[src/rtl/mult_div_pkg.sv]
// mult_div_pkg: shared constants for the multicycle MULT/DIV unit.
//   - FSM state encodings (3-bit) and the matching typed enum
//   - default operand width and iteration count
package mult_div_pkg;

   localparam int unsigned MD_WIDTH = 32;
   localparam int unsigned MD_ITER  = MD_WIDTH;

   localparam logic [2:0] ST_MD_IDLE    = 3'd0;
   localparam logic [2:0] ST_MD_MULT    = 3'd1;
   localparam logic [2:0] ST_MD_DIV     = 3'd2;
   localparam logic [2:0] ST_MD_DIV_FIX = 3'd3;
   localparam logic [2:0] ST_MD_DONE    = 3'd4;

   typedef enum logic [2:0] {
      StIdle   = ST_MD_IDLE,
      StMult   = ST_MD_MULT,
      StDiv    = ST_MD_DIV,
      StDivFix = ST_MD_DIV_FIX,
      StDone   = ST_MD_DONE
   } md_state_e;

endpackage

[src/rtl/div_restore_step.sv]
// div_restore_step: one combinational restoring-division step on unsigned magnitudes.
// Ports:
//   rem_i     partial remainder (always < divisor_i)
//   quot_i    shifting dividend/quotient register; MSB is the next dividend bit
//   divisor_i divisor magnitude
//   rem_o     updated partial remainder
//   quot_o    quot_i shifted left with the new quotient bit in the LSB
module div_restore_step #(
   parameter int unsigned WIDTH = 32
) (
   input  logic [WIDTH-1:0] rem_i,
   input  logic [WIDTH-1:0] quot_i,
   input  logic [WIDTH-1:0] divisor_i,
   output logic [WIDTH-1:0] rem_o,
   output logic [WIDTH-1:0] quot_o
);

   logic [WIDTH:0]   trial;
   // One extra bit so a full-range unsigned divisor can't alias the borrow.
   logic [WIDTH+1:0] diff;

   always_comb begin
      trial = {rem_i, quot_i[WIDTH-1]};
      diff  = {1'b0, trial} - {2'b00, divisor_i};
      if (diff[WIDTH+1]) begin
         // trial < divisor, so it fits in WIDTH bits
         rem_o  = trial[WIDTH-1:0];
         quot_o = {quot_i[WIDTH-2:0], 1'b0};
      end else begin
         rem_o  = diff[WIDTH-1:0];
         quot_o = {quot_i[WIDTH-2:0], 1'b1};
      end
   end

endmodule

[src/rtl/mult_div_unit.sv]
// mult_div_unit: multicycle signed MULT (radix-2 Booth) / DIV (restoring) unit.
// Ports:
//   clk, reset          clock (rising edge), asynchronous active-low reset
//   start_mult          1-cycle strobe, signed A*B -> {HI,LO}
//   start_div           1-cycle strobe, signed A/B -> LO quotient, HI remainder
//   A, B                operands, captured on the strobe edge
//   HI, LO              result registers, held between operations
//   busy                high in MULT, DIV, DIV_FIX
//   done                1-cycle pulse, HI/LO already updated
//   div_zero            pulses with done when the divisor was zero (HI/LO untouched)
// Optional: define MULTDIV_EARLY_ZERO_EN to finish zero-operand operations in one step.
// done/div_zero are registered: DONE lasts two cycles, the second one carries the pulse,
// and strobes are ignored throughout.
module mult_div_unit
   import mult_div_pkg::*;
#(
   parameter int unsigned WIDTH = MD_WIDTH,
   parameter int unsigned CNT_W = 6
) (
   input  logic             clk,
   input  logic             reset,
   input  logic             start_mult,
   input  logic             start_div,
   input  logic [WIDTH-1:0] A,
   input  logic [WIDTH-1:0] B,
   output logic [WIDTH-1:0] HI,
   output logic [WIDTH-1:0] LO,
   output logic             busy,
   output logic             done,
   output logic             div_zero
);

   localparam logic [CNT_W-1:0] LastCnt = CNT_W'(WIDTH - 1);

   function automatic logic [WIDTH-1:0] mag(input logic [WIDTH-1:0] v);
      return v[WIDTH-1] ? -v : v;
   endfunction

   md_state_e        state_q, state_d;
   logic [CNT_W-1:0] cnt_q, cnt_d;
   logic [WIDTH-1:0] mcand_q, mcand_d;
   logic [WIDTH:0]   acc_q, acc_d;       // extra bit absorbs Booth add/sub overflow
   logic [WIDTH-1:0] q_q, q_d;           // multiplier, or dividend/quotient
   logic             q_m1_q, q_m1_d;
   logic [WIDTH-1:0] rem_q, rem_d;
   logic [WIDTH-1:0] dvsr_q, dvsr_d;
   logic             neg_quot_q, neg_quot_d;
   logic             neg_rem_q, neg_rem_d;
   logic             dz_pend_q, dz_pend_d;
   logic [WIDTH-1:0] hi_q, hi_d;
   logic [WIDTH-1:0] lo_q, lo_d;
   logic             done_q, done_d;
   logic             div_zero_q, div_zero_d;

   logic [WIDTH:0]   m_ext;
   logic [WIDTH:0]   booth_sum;
   logic [WIDTH-1:0] step_rem;
   logic [WIDTH-1:0] step_quot;

   div_restore_step #(
      .WIDTH(WIDTH)
   ) u_div_step (
      .rem_i    (rem_q),
      .quot_i   (q_q),
      .divisor_i(dvsr_q),
      .rem_o    (step_rem),
      .quot_o   (step_quot)
   );

   always_comb begin
      m_ext = {mcand_q[WIDTH-1], mcand_q};
      unique case ({q_q[0], q_m1_q})
         2'b01:   booth_sum = acc_q + m_ext;
         2'b10:   booth_sum = acc_q - m_ext;
         default: booth_sum = acc_q;
      endcase
   end

   always_comb begin
      state_d    = state_q;
      cnt_d      = cnt_q;
      mcand_d    = mcand_q;
      acc_d      = acc_q;
      q_d        = q_q;
      q_m1_d     = q_m1_q;
      rem_d      = rem_q;
      dvsr_d     = dvsr_q;
      neg_quot_d = neg_quot_q;
      neg_rem_d  = neg_rem_q;
      dz_pend_d  = dz_pend_q;
      hi_d       = hi_q;
      lo_d       = lo_q;
      done_d     = 1'b0;
      div_zero_d = 1'b0;

      unique case (state_q)
         StIdle: begin
            if (start_mult) begin
`ifdef MULTDIV_EARLY_ZERO_EN
               if ((A == '0) || (B == '0)) begin
                  hi_d    = '0;
                  lo_d    = '0;
                  state_d = StDone;
               end else
`endif
               begin
                  mcand_d = A;
                  q_d     = B;
                  acc_d   = '0;
                  q_m1_d  = 1'b0;
                  cnt_d   = '0;
                  state_d = StMult;
               end
            end else if (start_div) begin
               if (B == '0) begin
                  dz_pend_d = 1'b1;
                  state_d   = StDone;
               end
`ifdef MULTDIV_EARLY_ZERO_EN
               else if (A == '0) begin
                  hi_d    = '0;
                  lo_d    = '0;
                  state_d = StDone;
               end
`endif
               else begin
                  q_d        = mag(A);
                  dvsr_d     = mag(B);
                  neg_quot_d = A[WIDTH-1] ^ B[WIDTH-1];
                  neg_rem_d  = A[WIDTH-1];
                  rem_d      = '0;
                  cnt_d      = '0;
                  state_d    = StDiv;
               end
            end
         end

         StMult: begin
            // Arithmetic shift right of {acc, Q, q_m1}
            acc_d  = {booth_sum[WIDTH], booth_sum[WIDTH:1]};
            q_d    = {booth_sum[0], q_q[WIDTH-1:1]};
            q_m1_d = q_q[0];
            cnt_d  = cnt_q + 1'b1;
            if (cnt_q == LastCnt) begin
               hi_d    = acc_d[WIDTH-1:0];
               lo_d    = q_d;
               cnt_d   = '0;
               state_d = StDone;
            end
         end

         StDiv: begin
            rem_d = step_rem;
            q_d   = step_quot;
            cnt_d = cnt_q + 1'b1;
            if (cnt_q == LastCnt) begin
               cnt_d   = '0;
               state_d = StDivFix;
            end
         end

         StDivFix: begin
            lo_d    = neg_quot_q ? -q_q : q_q;
            hi_d    = neg_rem_q ? -rem_q : rem_q;
            state_d = StDone;
         end

         StDone: begin
            if (done_q) begin
               dz_pend_d = 1'b0;
               state_d   = StIdle;
            end else begin
               done_d     = 1'b1;
               div_zero_d = dz_pend_q;
            end
         end

         default: state_d = StIdle;
      endcase
   end

   always_ff @(posedge clk or negedge reset) begin
      if (!reset) begin
         state_q    <= StIdle;
         cnt_q      <= '0;
         mcand_q    <= '0;
         acc_q      <= '0;
         q_q        <= '0;
         q_m1_q     <= 1'b0;
         rem_q      <= '0;
         dvsr_q     <= '0;
         neg_quot_q <= 1'b0;
         neg_rem_q  <= 1'b0;
         dz_pend_q  <= 1'b0;
         hi_q       <= '0;
         lo_q       <= '0;
         done_q     <= 1'b0;
         div_zero_q <= 1'b0;
      end else begin
         state_q    <= state_d;
         cnt_q      <= cnt_d;
         mcand_q    <= mcand_d;
         acc_q      <= acc_d;
         q_q        <= q_d;
         q_m1_q     <= q_m1_d;
         rem_q      <= rem_d;
         dvsr_q     <= dvsr_d;
         neg_quot_q <= neg_quot_d;
         neg_rem_q  <= neg_rem_d;
         dz_pend_q  <= dz_pend_d;
         hi_q       <= hi_d;
         lo_q       <= lo_d;
         done_q     <= done_d;
         div_zero_q <= div_zero_d;
      end
   end

   assign HI       = hi_q;
   assign LO       = lo_q;
   assign busy     = (state_q == StMult) || (state_q == StDiv) || (state_q == StDivFix);
   assign done     = done_q;
   assign div_zero = div_zero_q;

endmodule
[config.mk]
export PLATFORM = sky130hd
export DESIGN_NAME = mult_div_unit
export DESIGN_NICKNAME = d
export VERILOG_FILES = /design/src/rtl/mult_div_pkg.sv /design/src/rtl/div_restore_step.sv /design/src/rtl/mult_div_unit.sv
export SDC_FILE = /design/constraint.sdc
export NUM_CORES = 1
export LEC_CHECK = 0
export BUFFER_PORTS_ARGS = -buffer_cell sky130_fd_sc_hd__clkbuf_2
export CAP_MARGIN = 20
export CORE_MARGIN = 2
export CORE_UTILIZATION = 56
export DETAILED_ROUTE_END_ITERATION = 8
export GPL_TIMING_DRIVEN = 0
export HOLD_SLACK_MARGIN = 0.03
export PLACE_DENSITY = 0.78
export SYNTH_ARGS = -nofsm -noshare
export SYNTH_HDL_FRONTEND = slang
export SYNTH_SLANG_ARGS = --single-unit
[constraint.sdc]
create_clock -name clk -period 4.54 [get_ports clk]
set_input_delay 0.454 -clock clk [delete_from_list [all_inputs] [get_ports clk]]
set_output_delay 0.454 -clock clk [all_outputs]
set_load 0.05 [all_outputs]
==> reports/results.tsv <==
metric	value	unit
final slew viol count	0	
worst r2r src	mcand_q[11]	
hold worst-path end	mcand_q[9]	
WS Path Type	flip-flop to flip-flop	
post-synthesis cell area	17480	sq um
DPL Wire Length	47.41	mm
critical path's top delay family	simple AND/OR/NAND/NOR gates	
critical path launch point type	flip-flop	
Final setup viols	0	
slowest CP cell	or4_4	
Synth async-reset ratio	1.000	
ant diodes	0	
CP max FO	6	
Worst R2R Setup Slack	0.1	ns
# nets final	2494	
drt drc	0	
hold crit path type	input pin to flip-flop	
GRT Total Usage	0.3660	
worst-case clock buffer depth	3	
area grow syn2layout	14.50	%
WP buf/inv	0	
register area share after synthesis	0.3421	
die height	180.7	um
cell accounting for the most synthesized area	dfrtp_1	
Crit. End Element	flip-flop	
actual slew at the worst max-slew pin	0.8208	ns
Worst-path clk slew	0.06	ns
number of flops mapped to enable cells by yosys	0	
wire per inst	22.35	um
CP max stage delay	0.55	ns
WP data required	5.00	ns
final WL	61.93	mm
filler-free cell count of the finished design	2771	
Detailed Route Iter0 Violations	2120	
total global routing overflow	0	
Hold Path Stages	3	
Avg Inst Size Synth	8.060	sq um
Cell Chain, Critical Path	or4_4 > or3_4 > nor3_4 > nand2b_4 > nor4_4 > nor2_1 > xnor2_1 > ha_2 > and3_1 > nand2_1 > nor2_1 > o21a_1 > a211o_1 > or4b_4 > o2111a_1 > o31ai_1	
Most used DFF post-synth	dfrtp_1	
vias per cell	6.434	
Placer Congestion	1.028	
status	finished, final reports clean	
Util after Layout	0.6527	
htree depth	1	
Cell Rows	64	
die area	32650	sq um
Setup Skew	0.01988	ns
FF-to-FF path depth	16	
#FFs+latches synth	239	
fin worst setup slack	0.09582	ns
root buffer cell	clkbuf_16	
TritonCTS clock tree	built	
CTS Buf Count	29	
Netlist cell types	74	
Hold Crit Start	A[9]	
fin crit period	4.444	ns
clk sinks	239	
Final Hold Fails	0	
initial antenna violation count	1	
Skew-Pair Late Insertion Delay	0.56	ns
max-cap check violation count	0	
first-pass GRT wire length	94.56	mm
Fmax achieved	225.0	MHz
largest net degree at the start of global routing	96	
Final period util	0.9789	
relative slew slack	0.4456	
I/O Buffers	132	
1st-pass router iterations	6	
R2R Path End	HI[29]	
CP Data Arrival Time	4.90	ns
cell count after synthesis	2169	
Initial Util	0.5700	
layout cells sized above 1	0.1137	
placed instance count	2700	
vias in the first global route	16791	
IO Pins	135	
share of the synthesized area in the top cell type	0.3421	
synth warn	0	
Setup Slack @ Placement	-0.6532	ns
most used cell, CP	nor2_1	
DR vias	17829	
largest cells by area after synthesis	dfrtp_1, nand2_1, xnor2_1	
Die Wd	180.7	um
Routed Antenna Nets	0	
post-synth net total	2310	
Core ar.	30670	sq um
==> layer usage <==
layer,vias up,global-route usage,part of all wire
met1,8552,0.4913,0.40
met2,1015,0.5837,0.46
li1,8094,-,-
met5,-,0,0.00021
met3,166,0.07075,0.099
met4,2,0.1471,0.045
==> worst max path at each step <==
stage	startpoint	endpoint	slack, ns	cells past startpoint
after global routing	mcand_q[11]	HI[29]	-0.07	16
after global placement	reset	cnt_q[1]	-1.95	1
after floorplan	mcand_q[13]	HI[29]	0.07	15
after detailed placement	mcand_q[13]	HI[25]	-0.65	14
after CTS	mcand_q[13]	HI[29]	0.05	16
final	mcand_q[11]	HI[29]	0.1	16
==> state kept, by name, summed over array words and instances (netlist names) <==
name,flops
mcand_q,32
acc_q,32
div_zero,1
cnt_q,6
rem_q,32
neg_quot_q,1
neg_rem_q,1
dz_pend_q,1
q_q,32
q_m1_q,1
HI,32
state_q,3
dvsr_q,32
done,1
LO,32
==> synth_stat cells, types with 23 or more instances <==
library cell / n
nor3_1: 24
nor2_1: 169
clkbuf_1: 128
a31oi_1: 47
nand2b_1: 23
o21ai_0: 194
mux2i_1: 49
nand2_1: 372
nand3_1: 33
dfrtp_1: 239
xor2_1: 53
a21o_1: 29
xnor2_1: 145
ha_1: 71
o41ai_1: 23
a21oi_1: 133
inv_1: 70
o31ai_1: 38
==> cells in the final DEF, fill, tap and decap left out, drive strengths merged, types with 15 or more instances in the layout <==
cell      n
or3      24
nand3    33
a221oi   16
dfrtp   239
a31oi    47
nor4     16
a21oi   133
nand2   372
nor2    169
xnor2   145
mux2i    49
a22o     20
xor2     53
o31ai    39
o211ai   16
buf      40
inv      71
o21ai   197
ha       71
o41ai    23
clkbuf  301
or4      20
a21o     29
nand2b   24
nor3     24
nor2b    15
==> what timing repair did <==
| item | CTS | global route |
|---|---|---|
| setup endpoints to repair | 25 | 20 |
| cloned | 0 | 0 |
| hold buffers | 1 | 0 |
| buffers inserted | 10 | 9 |
| resized for setup | 29 | 28 |
| endpoints found under the hold margin | 70 | 0 |
| pin swaps | 8 | 20 |
==> stage by stage <==
step           cell area, sq um  setup TNS, ns  hold WS, ns
5_1_grt                   20020        -0.1015       0.1793
3_3_place_gp              18640        -468.24       0.4666
6_report                  20020              0       0.1603
2_1_floorplan             17480              0       0.1584
4_1_cts                   19830              0       0.1490
3_5_place_dp              18710         -8.258       0.4708
==> worst register-to-register path: stages, from the launching register on <==
cell,delay (ns)
dfrtp_2,0.40
or4_4,0.55
or3_4,0.38
nor3_4,0.19
nand2b_4,0.10
nor4_4,0.33
nor2_1,0.10
xnor2_1,0.26
ha_2,0.36
and3_1,0.23
nand2_1,0.11
nor2_1,0.07
o21a_1,0.11
a211o_1,0.30
or4b_4,0.50
o2111a_1,0.16
o31ai_1,0.21
==> layout make-up <==
class | count | area (sq um)
tap | 396 | 495.5
clock buffer | 45 | 825.8
buffer | 141 | 548.0
sequential | 239 | 5983
fill | 2619 | 10650
multi-input combinational | 1716 | 10940
inverter | 70 | 262.8
timing repair buffer | 156 | 887.1
clock inverter | 8 | 75.07
==> kinds of logic after synthesis <==
family,synth area share
AO/OA/AOI/OAI,0.2317
XOR/XNOR,0.09919
adder cells (fa/ha/maj),0.05310
buffers and inverters,0.04680
flip-flops,0.3421
multiplexers,0.03127
AND/OR/NAND/NOR,0.1958
Power is left out: the tool's default activity adds up to more than one toggle a clock period on the data nets, which glitch-free logic cannot reach.
